==> src/rtl/pipe_stage_buf.sv <==
// rtl/pipe_stage_buf.sv - elastic pipeline stage: DEPTH-entry circular buffer with valid/ready handshake
module pipe_stage_buf #(
    parameter int DATA_W = 32,
    parameter int CTRL_W = 16,
    parameter int DEPTH  = 2,
    parameter int CNT_W  = $clog2(DEPTH + 1)
) (
    input  logic              clk,
    input  logic              rst_n,
    input  logic              flush,
    input  logic              cancel,
    input  logic              hold,
    input  logic              in_valid,
    output logic              in_ready,
    input  logic [DATA_W-1:0] in_data,
    input  logic [CTRL_W-1:0] in_ctrl,
    output logic              out_valid,
    input  logic              out_ready,
    output logic [DATA_W-1:0] out_data,
    output logic [CTRL_W-1:0] out_ctrl,
    output logic [CNT_W-1:0]  count
);

    localparam int PTR_W = (DEPTH > 1) ? $clog2(DEPTH) : 1;
    localparam int ENT_W = DATA_W + CTRL_W;
    localparam logic [PTR_W-1:0] LAST_PTR = PTR_W'(DEPTH - 1);
    localparam logic [CNT_W-1:0] FULL_CNT = CNT_W'(DEPTH);

    logic [ENT_W-1:0]  mem [DEPTH];
    logic [PTR_W-1:0]  wr_ptr;
    logic [PTR_W-1:0]  rd_ptr;
    logic              push;
    logic              pop;
    logic [DATA_W-1:0] head_data;
    logic [CTRL_W-1:0] head_ctrl;

    // Explicit wrap so non-power-of-two depths keep slot order.
    function automatic logic [PTR_W-1:0] ptr_inc(input logic [PTR_W-1:0] p);
        return (p == LAST_PTR) ? '0 : p + PTR_W'(1);
    endfunction

    // in_ready comes from registered count only, so a pop never opens a slot in the same cycle.
    assign in_ready  = (count != FULL_CNT);
    assign out_valid = (count != '0);

    assign push = in_valid & in_ready & ~flush & ~cancel;
    assign pop  = out_valid & out_ready & ~hold & ~cancel;

    assign {head_ctrl, head_data} = mem[rd_ptr];
    assign out_data = head_data;
    assign out_ctrl = head_ctrl & {CTRL_W{out_valid}};

    always_ff @(posedge clk or negedge rst_n) begin
        if (!rst_n) begin
            count  <= '0;
            wr_ptr <= '0;
            rd_ptr <= '0;
            for (int i = 0; i < DEPTH; i++) begin
                mem[i] <= '0;
            end
        end else if (cancel) begin
            count  <= '0;
            wr_ptr <= '0;
            rd_ptr <= '0;
        end else begin
            if (push) begin
                mem[wr_ptr] <= {in_ctrl, in_data};
                wr_ptr      <= ptr_inc(wr_ptr);
            end
            if (pop) begin
                rd_ptr <= ptr_inc(rd_ptr);
            end
            if (push && !pop) begin
                count <= count + CNT_W'(1);
            end else if (pop && !push) begin
                count <= count - CNT_W'(1);
            end
        end
    end

endmodule

==> config.mk <==
export PLATFORM = sky130hd
export DESIGN_NAME = pipe_stage_buf
export DESIGN_NICKNAME = d
export VERILOG_FILES = /design/src/rtl/pipe_stage_buf.sv
export SDC_FILE = /design/constraint.sdc
export NUM_CORES = 1
export LEC_CHECK = 0
export CAP_MARGIN = 20
export CORE_UTILIZATION = 46
export CTS_BUF_LIST = sky130_fd_sc_hd__clkbuf_2
export DETAILED_ROUTE_END_ITERATION = 10
export GPL_TIMING_DRIVEN = 0
export PLACE_DENSITY = 0.9
export SYNTH_ARGS = -nofsm -noshare
export SYNTH_HDL_FRONTEND = slang
export SYNTH_SLANG_ARGS = --single-unit
==> constraint.sdc <==
create_clock -name clk -period 1.7 [get_ports clk]
set_input_delay 0.17 -clock clk [delete_from_list [all_inputs] [get_ports clk]]
set_output_delay 0.17 -clock clk [all_outputs]
set_load 0.01 [all_outputs]
==> results of run 1 <==
[flip-flops by register name, summed over array words and instances (netlist names)]
| register | cells |
|---|---|
| count | 2 |
| mem | 96 |
| rd_ptr | 1 |
| wr_ptr | 1 |
[layout make-up]
class                      instances  area (um^2)
multi-input combinational        181         2110
inverter                           2         7.51
buffer                            13          231
tap                              129          161
clock inverter                     6         87.6
sequential                       100         2510
fill                             643         2460
timing repair buffer             156         1760
clock buffer                      10         50.0
[stage by stage]
stage                     hold WS (ns)  area [um^2]  setup TNS [ns]
final                            0.158         6910          -25.80
after global routing             0.165         6910          -32.61
after CTS                        0.111         6890          -26.78
after detailed placement         0.241         5760          -58.92
after global placement           0.483         5740         -362.24
after floorplan                 -0.126         4520           -2.15
[report_power, final]
group          switching (mW)  internal [mW]  total [mW]
logic                   0.732           1.51        2.24
registers               0.323           2.94        3.26
clock network           0.785          0.497        1.28
[layout by cell type, fill, tap and decap left out, types with 2 or more instances in the layout]
| cell | instances |
|---|---|
| buf_4 | 16 |
| clkinv_2 | 2 |
| nor2_1 | 16 |
| bufinv_16 | 2 |
| mux2i_1 | 15 |
| clkdlybuf4s50_1 | 53 |
| mux2_4 | 73 |
| inv_2 | 2 |
| dfrtp_2 | 3 |
| buf_12 | 15 |
| nand2b_1 | 2 |
| clkbuf_16 | 3 |
| dfrtp_1 | 97 |
| mux2_2 | 56 |
| buf_2 | 17 |
| or3_1 | 3 |
| clkdlybuf4s15_2 | 2 |
| o21ai_0 | 3 |
| buf_6 | 41 |
| clkbuf_2 | 12 |
| a21oi_1 | 3 |
| buf_16 | 7 |
| buf_8 | 12 |
[layer usage]
layer	vias to the layer above	GRT usage	part of all wire
met2	80	0.424	0.53
li1	1393	-	-
met4	0	0.0669	0.012
met1	1569	0.281	0.41
met5	-	0	0
met3	12	0.0589	0.047
[cells by family (layout without fill, tap and decap cells)]
logic type	Yosys count	in the layout	share of synthesized area
mux	145	145	0.376
flops	100	100	0.557
simple gates	28	28	0.0340
buf+inv	19	187	0.0231
compound gates	8	8	0.0103
[timing repair]
| item | CTS | global route |
|---|---|---|
| gates cloned | 11 | 1 |
| hold endpoints to repair | 47 | 0 |
| gates resized for setup | 347 | 34 |
| setup buffers | 31 | 10 |
| pin swaps | 5 | 6 |
| hold buffers | 1 | 0 |
| setup endpoints to repair | 149 | 146 |
[worst min path at each step]
stage               startpoint        to
detailed placement       rst_n   mem[89]
floorplan                rst_n  count[0]
finish                   rst_n   mem[85]
CTS                      rst_n   mem[47]
global placement       mem[11]   mem[11]
global route             rst_n   mem[87]
==> impl_results.md, run 1 <==
* Worst path required time at 1.53 ns
* Slack of the critical path at -0.424 ns
* Worst Path Buf+Inv at 5
* Failing checks: negative setup slack
* Largest net degree at the start of global routing at 54
* Synth warnings at 0
* Placer Congestion at just under 0.7
* Worst Tran Pin Value at 0.650 ns
* CTS buffer count at 9
* Max Cap Viol at 0
* Row cnt at 35
* H-tree depth at 3
* Origin of the critical flop-to-flop path: count[1]
* Syn nets at 355
* Initial Utilization at 0.479
* WS Path Type: reg -> out
* CP Capture Type: output pin
* Sequential share of the synthesized area at 0.557
* Syn_area_per_cell at ~15 um^2
* Die H at 101 um
* CTS root buf: clkbuf_2
* R2R depth at 7
* Final period utilization at 1.25
* PD cells at 981 nW/um^2
* Port bufs at around 110
* Final min period at 2.12 ns
* Initial DRC count at 74
* Top Ports at 107
* Leading area contributor after synthesis: dfrtp_1
* Synth cell count leaders: mux2_2, dfrtp_1, mux2_4
* Place WS at -0.693 ns
* DIE WIDTH at a little over 100 um
* CTS sink cnt at 100
* GRT Util Overall at 0.236
* Skew-Pair Late Insertion Delay at 0.54 ns
* CTS tree: done
* Synth unique cells at 21
* Layout cells sized above 1 at 0.577
* Hold Path Class: in -> async
* Die area at 10200 um^2
* Final Setup Violations at 146
* Routed WL at 11500 um
* WP data arrival at 1.95 ns
* Cells after DPL at 536
* Worst reg2reg endpoint: mem[7]
* Worst setup path end: out_data[27]
* Final nets at 518
* DRC Markers at 0
* Final Hold Viols at 0
* Final cell count without fillers at just under 600
* Mapped cell area at 4490 um^2
* Vias/cell at 5.12
* Layout area overhead at 53.9%
* Yosys top cell area share at 0.557
* Buffer depth of the longest clock path at 2
* Rel. slew slack at 0.567
* Routed wire length per instance at approximately 19 um
* Placed wire-length estimate at 6520 um
* Synth top area cells: dfrtp_1, mux2_2, mux2_4
* Max-slew violation count at 0
* Vias post-DR at just over 3000
* CP Launch Type: flip-flop
* CP cell instances: buf_12 -> buf_12 -> buf_8 -> buf_4 -> mux2_2 -> buf_6
* Final Util at 0.738
* Vias in the first global route at between 3000 and 4000
* CP max FO at 5
* Worst R2R Setup Slack at -0.19 ns
* First-pass GRT wire length at roughly 18000 um
* Family with the most delay on the worst path: buffers and inverters
* Clk pin slew, worst setup/hold paths at 0.27 ns
* Async SR Flop Fraction at 1.00
* Total power at 6.78 mW
* Status: finished, violations left
* Worst path max stage delay at 0.51 ns
* Total grt overflow at 0
* Stages on worst setup path at 6
* Pre-antenna DRT Iters at 4
* Critical Path Source: rd_ptr
* Initial antenna violation count at 0
* RSZ-0062 raised after global routing: true
* Core area at 9370 um^2
* Fmax at approximately 470 MHz
* Worst vdd rail ir drop at 0.000714 V
* N_diodes at 0
* Worst path slowest cell: dfrtp_2
* Routed Antenna Nets at 0
* Top-count cell post-synth: mux2_2
* LEAKAGE at 3.18 nW
* Syn Inst Count at 300
* Synth Flop Type: dfrtp_1
* Post-synth EDFFs at 0
* Crit path top cell by count: buf_12
* FF+latch count, synth at 100
* Clock skew at 0.0240 ns
No activity file was read; power rests on OpenSTA's default activity.
==> run 2, diff against run 1 <==
Settings changed: CORE_UTILIZATION 46 to 45, HOLD_SLACK_MARGIN from default to 0.15, PLACE_DENSITY 0.9 to 0.88, TNS_END_PERCENT from default to 100.
==> impl_results.md, run 2 (synthesized netlist as in run 1, its figures left out) <==
* Largest net degree at the start of global routing at 52
* Vias post-DR at 3122
* R2R depth at 7
* WS Path Type: reg -> out
* Rel. slew slack at 0.558
* Routed WL at 11600 um
* Worst vdd rail ir drop at around 0.00060 V
* Fmax at roughly 500 MHz
* Power Internal at around 5.0 mW
* Placer Congestion at 0.669
* Worst reg2reg endpoint: mem[86]
* DIE WIDTH at 102 um
* Buffer depth of the longest clock path at 2
* Final cell count without fillers at 604
* Placed wire-length estimate at 6520 um
* Power share of the combinational group at 0.345
* RSZ-0062 raised after global routing: true
* Sw Pwr at 1.86 mW
* Total grt overflow at 0
* Clk pin slew, worst setup/hold paths at 0.26 ns
* WP data arrival at 1.84 ns
* CTS sink cnt at 100
* Largest Register: mem
* CTS buffer count at 9
* Area of the multi-input gates at 2250 um^2
* Seq pwr share at 0.476
* Die H at 102 um
* Final period utilization at 1.18
* CTS tree: done
* Port bufs at 106
* GRT Util Overall at 0.235
* N_diodes at 0
* Largest regs: mem: 96 flops, count: 2 flops
* Max Cap Viol at 0
* Final nets at 522
* Final Setup Violations at 146
* Row cnt at 36
* Die area at ~10000 um^2
* Most frequent cells in the layout: mux2_4, dfrtp_1, buf_6, clkdlybuf4s50_1, mux2_2
* CP Launch Type: flip-flop
* First-pass GRT wire length at ~18000 um
* Final Util at 0.727
* CP max FO at 5
* Routed wire length per instance at 19.2 um
* Clock group share of total power at 0.179
* CTS root buf: clkbuf_2
* Worst path required time at 1.53 ns
* Final min period at between 2 and 2.5 ns
* H-tree depth at 3
* Max-slew violation count at 0
* Worst Tran Pin Value at about 0.66 ns
* Top Ports at 107
* Routed Antenna Nets at 0
* Pre-antenna DRT Iters at 4
* Cells after DPL at 540
* Vias in the first global route at 3495
* Filler Cells Inserted at 660
* Initial antenna violation count at 0
* Sw frac at 0.270
* Skew-Pair Late Insertion Delay at 0.53 ns
* Seq. cell area at 2510 um^2
* Slack of the critical path at -0.313 ns
* Layout area overhead at 57.4%
* Initial DRC count at 59
* Place WS at -0.730 ns
* Layout cells sized above 1 at 0.586
* LEAKAGE at 3.28 nW
* Initial Utilization at 0.462
* Origin of the critical flop-to-flop path: count[0]
* CP Capture Type: output pin
* Clock skew at 0.0386 ns
* DRC Markers at 0
* Vias/cell at between 5 and 6
* Status: finished, violations left
* Hold Path Class: in -> async
* Failing checks: negative setup slack
* PD cells at 977 nW/um^2
* Final Hold Viols at 0
* Max reg flops at 96
* Most common cell after layout, fill and taps aside: mux2_4
* Worst R2R Setup Slack at -0.29 ns
* Core area at 9730 um^2
-- run 2: cell count changes in the layout (fill, tap and decap cells not counted), moves of 3 or more --
cell	delta
buf_12	-3
buf_4	-6
buf_6	+23
mux2_2	-26
mux2_4	+26
mux2i_1	-3
-- run 2: worst max path at each step --
stage	from	to	slack (ns)	cells after the start
after floorplan	count[1]	mem[75]	-0.09	5
after global placement	rst_n	count[1]	-3.46	1
after detailed placement	rd_ptr	out_ctrl[13]	-0.73	6
after CTS	rd_ptr	out_data[18]	-0.36	5
after global routing	rd_ptr	out_data[29]	-0.38	5
final	rd_ptr	out_data[29]	-0.31	5
-- run 2: cell type report --
type	instances	share of cell area
tap	133	0.0235
timing repair buffer	159	0.249
sequential	100	0.354
clock buffer	10	0.00708
clock inverter	5	0.0111
inverter	2	0.00106
multi-input combinational	181	0.318
buffer	14	0.0363
-- run 2: metrics by stage --
stage | power [mW] | setup TNS [ns] | hold slack [ns] | instance area [um^2]
after floorplan | 4.22 | -2.15 | -0.126 | 4520
after global placement | 4.98 | -365.92 | 0.483 | 5740
after detailed placement | 5.09 | -56.55 | 0.239 | 5770
after CTS | 6.79 | -27.78 | 0.151 | 7070
after global routing | 7.24 | -35.45 | 0.213 | 7070
final | 6.91 | -28.27 | 0.185 | 7070
-- run 2: metal layers --
metal  GRT usage  vias to the layer above  routed length, um
li1            -                     1396                  -
met1       0.287                     1615               4690
met5           0                        -                  0
met2       0.420                       94               6160
met4      0.0791                        0                179
met3      0.0431                       17                549
-- run 2: power by group through the flow --
stage	registers, mW	clock network [mW]	logic [mW]
after global routing	3.35	1.35	2.54
after detailed placement	3.27	0	1.82
after floorplan	3.17	0	1.05
after CTS	3.24	1.27	2.28
final	3.29	1.24	2.38
after global placement	3.22	0	1.76
-- run 2: what timing repair did --
item,4_1_cts,5_1_grt
hold buffers,1,0
setup buffers,43,6
gates resized for setup,390,47
endpoints found under the setup margin,149,147
gates cloned,12,0
pin swaps,2,6
endpoints found under the hold margin,100,0
-- run 2: worst max-delay path: stages, from the launching register on --
cell and delay, ns:
dfrtp_2 0.53, buf_6 0.15, clkbuf_16 0.14, buf_6 0.11
mux2_4 0.30, buf_6 0.12
